===== src/rtl/pll_seq_pkg.sv =====
// Shared definitions for the PLL lock sequencer: state encoding and width helpers.
package pll_seq_pkg;

    localparam int STATE_W = 3;

    typedef enum logic [STATE_W-1:0] {
        ST_PLL_RST   = 3'd0,
        ST_WAIT_LOCK = 3'd1,
        ST_STABLE    = 3'd2,
        ST_RUN       = 3'd3,
        ST_FAIL      = 3'd4
    } state_t;

    // Ceiling log2, never below 1 so a degenerate parameter still yields a usable vector.
    function automatic int clog2(input int value);
        int w;
        w = 1;
        while ((1 << w) < value) begin
            w++;
        end
        return w;
    endfunction

    function automatic int max3(input int a, input int b, input int c);
        int m;
        m = a;
        if (b > m) m = b;
        if (c > m) m = c;
        return m;
    endfunction

endpackage


===== src/rtl/pll_lock_sync.sv =====
// Multi-stage synchroniser bringing the asynchronous PLL lock flag into the clk domain.
module pll_lock_sync #(
    parameter int STAGES = 2
) (
    input  logic clk,
    input  logic resetn,
    input  logic async_in,
    output logic sync_out
);

    logic [STAGES-1:0] chain;

    always_ff @(posedge clk or negedge resetn) begin
        if (!resetn) begin
            chain <= '0;
        end else begin
            chain <= {chain[STAGES-2:0], async_in};
        end
    end

    assign sync_out = chain[STAGES-1];

endmodule


===== src/rtl/pll_lock_sequencer.sv =====
// PLL power-up/recovery sequencer: pulses the PLL reset, qualifies lock, and holds
// the system in reset until lock is stable, retrying a bounded number of times.
module pll_lock_sequencer
    import pll_seq_pkg::*;
#(
    parameter  int RST_CYCLES     = 24,
    parameter  int LOCK_CYCLES    = 2400,
    parameter  int TIMEOUT_CYCLES = 240000,
    parameter  int MAX_RETRY      = 3,
    localparam int RETRY_W        = clog2(MAX_RETRY + 1)
) (
    input  logic               clk,
    input  logic               resetn,
    input  logic               pll_locked,
    input  logic               restart,
    output logic               pll_rst,
    output logic               sys_rst_n,
    output logic               ready,
    output logic               fail,
    output logic [RETRY_W-1:0] retry_cnt,
    output logic [STATE_W-1:0] state
);

    localparam int CNT_W = clog2(max3(RST_CYCLES, LOCK_CYCLES, TIMEOUT_CYCLES) + 1);

    localparam logic [CNT_W-1:0]   RST_LAST     = CNT_W'(RST_CYCLES - 1);
    localparam logic [CNT_W-1:0]   LOCK_LAST    = CNT_W'(LOCK_CYCLES - 1);
    localparam logic [CNT_W-1:0]   TIMEOUT_LAST = CNT_W'(TIMEOUT_CYCLES - 1);
    localparam logic [RETRY_W-1:0] RETRY_LIMIT  = RETRY_W'(MAX_RETRY);

    logic               locked_s;
    state_t             state_q;
    state_t             state_next;
    logic [CNT_W-1:0]   cnt_q;
    logic [CNT_W-1:0]   cnt_next;
    logic [RETRY_W-1:0] retry_q;
    logic [RETRY_W-1:0] retry_next;

    pll_lock_sync #(
        .STAGES(2)
    ) u_lock_sync (
        .clk     (clk),
        .resetn  (resetn),
        .async_in(pll_locked),
        .sync_out(locked_s)
    );

    always_ff @(posedge clk or negedge resetn) begin
        if (!resetn) begin
            state_q <= ST_PLL_RST;
            cnt_q   <= '0;
            retry_q <= '0;
        end else begin
            state_q <= state_next;
            cnt_q   <= cnt_next;
            retry_q <= retry_next;
        end
    end

    // restart wins over every other transition; lock is checked before the
    // timeout/window end so a simultaneous change never mis-steps.
    always_comb begin
        state_next = state_q;
        retry_next = retry_q;
        if (restart) begin
            state_next = ST_PLL_RST;
            retry_next = '0;
        end else begin
            case (state_q)
                ST_PLL_RST: begin
                    if (cnt_q == RST_LAST) begin
                        state_next = ST_WAIT_LOCK;
                    end
                end
                ST_WAIT_LOCK: begin
                    if (locked_s) begin
                        state_next = ST_STABLE;
                    end else if (cnt_q == TIMEOUT_LAST) begin
                        if (retry_q == RETRY_LIMIT) begin
                            state_next = ST_FAIL;
                        end else begin
                            state_next = ST_PLL_RST;
                            retry_next = retry_q + RETRY_W'(1);
                        end
                    end
                end
                ST_STABLE: begin
                    if (!locked_s) begin
                        state_next = ST_WAIT_LOCK;
                    end else if (cnt_q == LOCK_LAST) begin
                        state_next = ST_RUN;
                        retry_next = '0;
                    end
                end
                ST_RUN: begin
                    if (!locked_s) begin
                        state_next = ST_PLL_RST;
                    end
                end
                ST_FAIL: begin
                    state_next = ST_FAIL;
                end
                default: begin
                    state_next = ST_PLL_RST;
                end
            endcase
        end
    end

    always_comb begin
        cnt_next = cnt_q;
        if (restart || (state_next != state_q)) begin
            cnt_next = '0;
        end else if ((state_q == ST_PLL_RST) || (state_q == ST_WAIT_LOCK) ||
                     (state_q == ST_STABLE)) begin
            cnt_next = cnt_q + CNT_W'(1);
        end
    end

    // Outputs are decoded from the next state so they flip on the same edge as state.
    always_ff @(posedge clk or negedge resetn) begin
        if (!resetn) begin
            pll_rst   <= 1'b1;
            sys_rst_n <= 1'b0;
            ready     <= 1'b0;
            fail      <= 1'b0;
        end else begin
            pll_rst   <= (state_next == ST_PLL_RST) || (state_next == ST_FAIL);
            sys_rst_n <= (state_next == ST_RUN);
            ready     <= (state_next == ST_RUN);
            fail      <= (state_next == ST_FAIL);
        end
    end

    assign retry_cnt = retry_q;
    assign state     = state_q;

endmodule


===== config.mk =====
export PLATFORM = sky130hd
export DESIGN_NAME = pll_lock_sequencer
export DESIGN_NICKNAME = d
export VERILOG_FILES = /design/src/rtl/pll_seq_pkg.sv /design/src/rtl/pll_lock_sync.sv /design/src/rtl/pll_lock_sequencer.sv
export SDC_FILE = /design/constraint.sdc
export NUM_CORES = 1
export LEC_CHECK = 0
export ABC_AREA = 0
export ABC_CLOCK_PERIOD_IN_PS = 2800
export CELL_PAD_IN_SITES_DETAIL_PLACEMENT = 1
export CELL_PAD_IN_SITES_GLOBAL_PLACEMENT = 1
export CORE_UTILIZATION = 25
export CTS_CLUSTER_SIZE = 10
export DETAILED_ROUTE_END_ITERATION = 10
export PLACE_DENSITY = 0.48
export REMOVE_ABC_BUFFERS = 1
export SETUP_SLACK_MARGIN = 0.05
export SLEW_MARGIN = 10
export SYNTH_ARGS = -nofsm -noshare
export SYNTH_HDL_FRONTEND = slang
export SYNTH_SLANG_ARGS = --single-unit

===== constraint.sdc =====
create_clock -name clk -period 2.8 [get_ports clk]
set_clock_uncertainty 0.1 [all_clocks]
set_input_delay 0.56 -clock clk [delete_from_list [all_inputs] [get_ports clk]]
set_output_delay 0.56 -clock clk [all_outputs]
set_load 0.02 [all_outputs]

==> flow_metrics.env <==
export IMPL_status="completed"
export IMPL_rows=28
export IMPL_r2r_setup_slack_ns=0.17
export IMPL_wire_per_inst_um=15.7
export IMPL_cts_setup_buffers=0
export IMPL_cts_sinks=28
export IMPL_powerDensity_nw_per_um2=394
export IMPL_synth_top_area_share_pct=42.4
export IMPL_critPathMaxFanout=6
export IMPL_cts_inserted_buffers=3
export IMPL_rsz0062_at_grt="no"
export IMPL_yosys_area_top_type="dfrtp_1"
export IMPL_ys_seq_elements=28
export IMPL_clk_pin_slew_worst_paths_ns=0.10
export IMPL_hold_path_class="reg2reg"
export IMPL_ir_drop_mv=0.158
export IMPL_gp_congestion=0.697
export IMPL_async_flop_share_pct=100
export IMPL_fmax_mhz=380
export IMPL_ctsHoldBuffers=0
export IMPL_period_minus_slack_ns=2.63
export IMPL_ant_nets=0
export IMPL_r2r_end="cnt_q[15]$_DFFE_PN0P_"
export IMPL_start_util_pct=26.5
export IMPL_timing_rr_start="cnt_q[9]$_DFFE_PN0P_"
export IMPL_critPathKind="reg2reg"
export IMPL_synth_avg_cell_area_um2=10.2
export IMPL_synth_most_common_cell="dfrtp_1"
export IMPL_cts_buffer_depth=2
export IMPL_crit_path_start_kind="flop"
export IMPL_multi_input_area_um2=841
export IMPL_finalHoldViolCount=0
export IMPL_coreArea_um2=6030
export IMPL_end_kind="flop"
export IMPL_r2r_cells=6
export IMPL_cp_arrival_ns=2.73
export IMPL_yosys_top_cells_area="dfrtp_1 42%, nor2_1 4.9%, xor2_1 4.9%"
export IMPL_worst_slew_pin_slew_ns=0.495
export IMPL_synthCells=156
export IMPL_finalSetupViolCount=0
export IMPL_antenna_cells=0
export IMPL_cp_required_ns=2.90
export IMPL_wirelength_um=3850
export IMPL_fillers=706
export IMPL_maxCapViolCount=0
export IMPL_overflow=0
export IMPL_post_dp_hpwl_um=2780
export IMPL_htreeDepth=1
export IMPL_first_pass_iters=4
export IMPL_syn_area_um2=1590
export IMPL_p_leak_nw=0.734
export IMPL_port_buffers=12
export IMPL_grt_pass1_wl_um=6720
export IMPL_post_route_period_util_pct=94.0
export IMPL_post_route_cells_drive_above_1_share_pct=17.1
export IMPL_vias=1230
export IMPL_post_drt_via_cell_ratio=5.02
export IMPL_drtIter0Drc=51
export IMPL_maxSlewViolCount=0
export IMPL_synth_common_cells="27 x dfrtp_1, 21 x nor2_1, 9 x nand2_1, 9 x xor2_1"
export IMPL_endpoint="cnt_q[15]$_DFFE_PN0P_"
export IMPL_die_w_um=81.9
export IMPL_ios=13
export IMPL_slew_headroom_pct=66.7
export IMPL_seq_area_frac_synth_pct=44.0
export IMPL_grt_pass1_vias=1354
export IMPL_power_w=0.000736
export IMPL_synth_warnings=0
export IMPL_layout_nets=177
export IMPL_clk_latency_ns=0.28
export IMPL_cts_tree="yes"
export IMPL_grt_usage_pct=13.4
export IMPL_drc=0
export IMPL_synth_main_ff_cell="dfrtp_1"
export IMPL_yosysUniqueCellTypes=42
export IMPL_seq_area_um2=703
export IMPL_grt_max_degree=29
export IMPL_syn2layout_area_growth_pct=17.3
export IMPL_die_area_um2=6700
export IMPL_die_h_um=81.9
export IMPL_crit_path_start="cnt_q[9]$_DFFE_PN0P_"
export IMPL_synth_edf_count=0
export IMPL_antenna_found_initial=0
export IMPL_fin_setup_tns_ns=0
export IMPL_root_buffer="clkbuf_8"
==> worst min-delay path by stage <==
stage | startpoint | to | slack [ns] | depth (start not counted)
final | u_lock_sync.chain[0]$_DFF_PN0_ | u_lock_sync.chain[1]$_DFF_PN0_ | 0.27 | 0
after global routing | u_lock_sync.chain[0]$_DFF_PN0_ | u_lock_sync.chain[1]$_DFF_PN0_ | 0.29 | 0
after global placement | u_lock_sync.chain[0]$_DFF_PN0_ | u_lock_sync.chain[1]$_DFF_PN0_ | 0.24 | 0
after CTS | u_lock_sync.chain[0]$_DFF_PN0_ | u_lock_sync.chain[1]$_DFF_PN0_ | 0.27 | 0
after detailed placement | u_lock_sync.chain[0]$_DFF_PN0_ | u_lock_sync.chain[1]$_DFF_PN0_ | 0.24 | 0
after floorplan | resetn | cnt_q[0]$_DFFE_PN0P_ | 0.16 | 0
==> flip-flops by register name (all words and copies together), names as in the netlist <==
name               cells
cnt_q                 18
fail                   1
pll_rst                1
ready                  1
retry_cnt              2
state                  3
u_lock_sync.chain      2
==> worst max-delay path, cell delays in order (launching register included) <==
cell and delay (ns):
dfrtp_2 0.45, or4_4 0.56, or4_1 0.54, o21ai_2 0.18
a221oi_4 0.06, or2_1 0.39, a211oi_2 0.27
==> layer usage <==
layer,track usage (%),part of all wire (%)
met2,24.0,51
met1,16.0,46
met3,2.33,2.6
met4,4.56,1.1
met5,0,0
==> cell type report <==
cell class,instances,area share (%)
inverter,3,0.602
tap,75,5.02
timing repair buffer,18,8.84
multi-input combinational,117,45.0
sequential,28,37.6
clock buffer,4,2.95
==> per-stage QoR <==
stage               worst slack [ns]  area (um2)  instances  util, %  hold WS, ns
CTS                            0.108        1840        245     30.5        0.275
finish                         0.168        1870        245     31.0        0.271
global placement               0.249        1780        241     29.6        0.239
detailed placement             0.135        1780        241     29.6        0.242
floorplan                      0.243        1520        148        -        0.164
global route                  0.0520        1870        245     31.0        0.290
==> power by group <==
part           switching (W)  internal (W)
clock               0.000129      0.000126
combinational      0.0000348     0.0000239
sequential        0.00000886      0.000413
total               0.000173      0.000563
==> kinds of logic (layout without fill, tap and decap cells) <==
kind of cell | after synthesis | in the layout | synth area share, %
fa+ha+maj | 2 | 2 | 1.57
xor+xnor | 17 | 17 | 9.34
mux | 2 | 2 | 1.26
flops | 28 | 28 | 44.0
simple gates | 77 | 77 | 28.7
buf+inv | 11 | 25 | 5.10
compound gates | 19 | 19 | 10.0
==> cell usage in the layout, fill, tap and decap left out, drive strengths merged, types with 7 or more instances in the layout <==
master | synthesis | layout
dfrtp | 27 | 27
nor2 | 21 | 21
clkdlybuf4s50 | 0 | 12
nand2 | 9 | 9
xor2 | 9 | 9
xnor2 | 8 | 8
nor4b | 8 | 8
nand4 | 7 | 7
o21ai | 7 | 7
==> what timing repair did <==
item                                    in CTS  in global routing
endpoints found under the hold margin        0                  0
endpoints found under the setup margin       0                 15
resized for setup                            0                  5
Note: power is estimated with default switching activity, not from simulation.
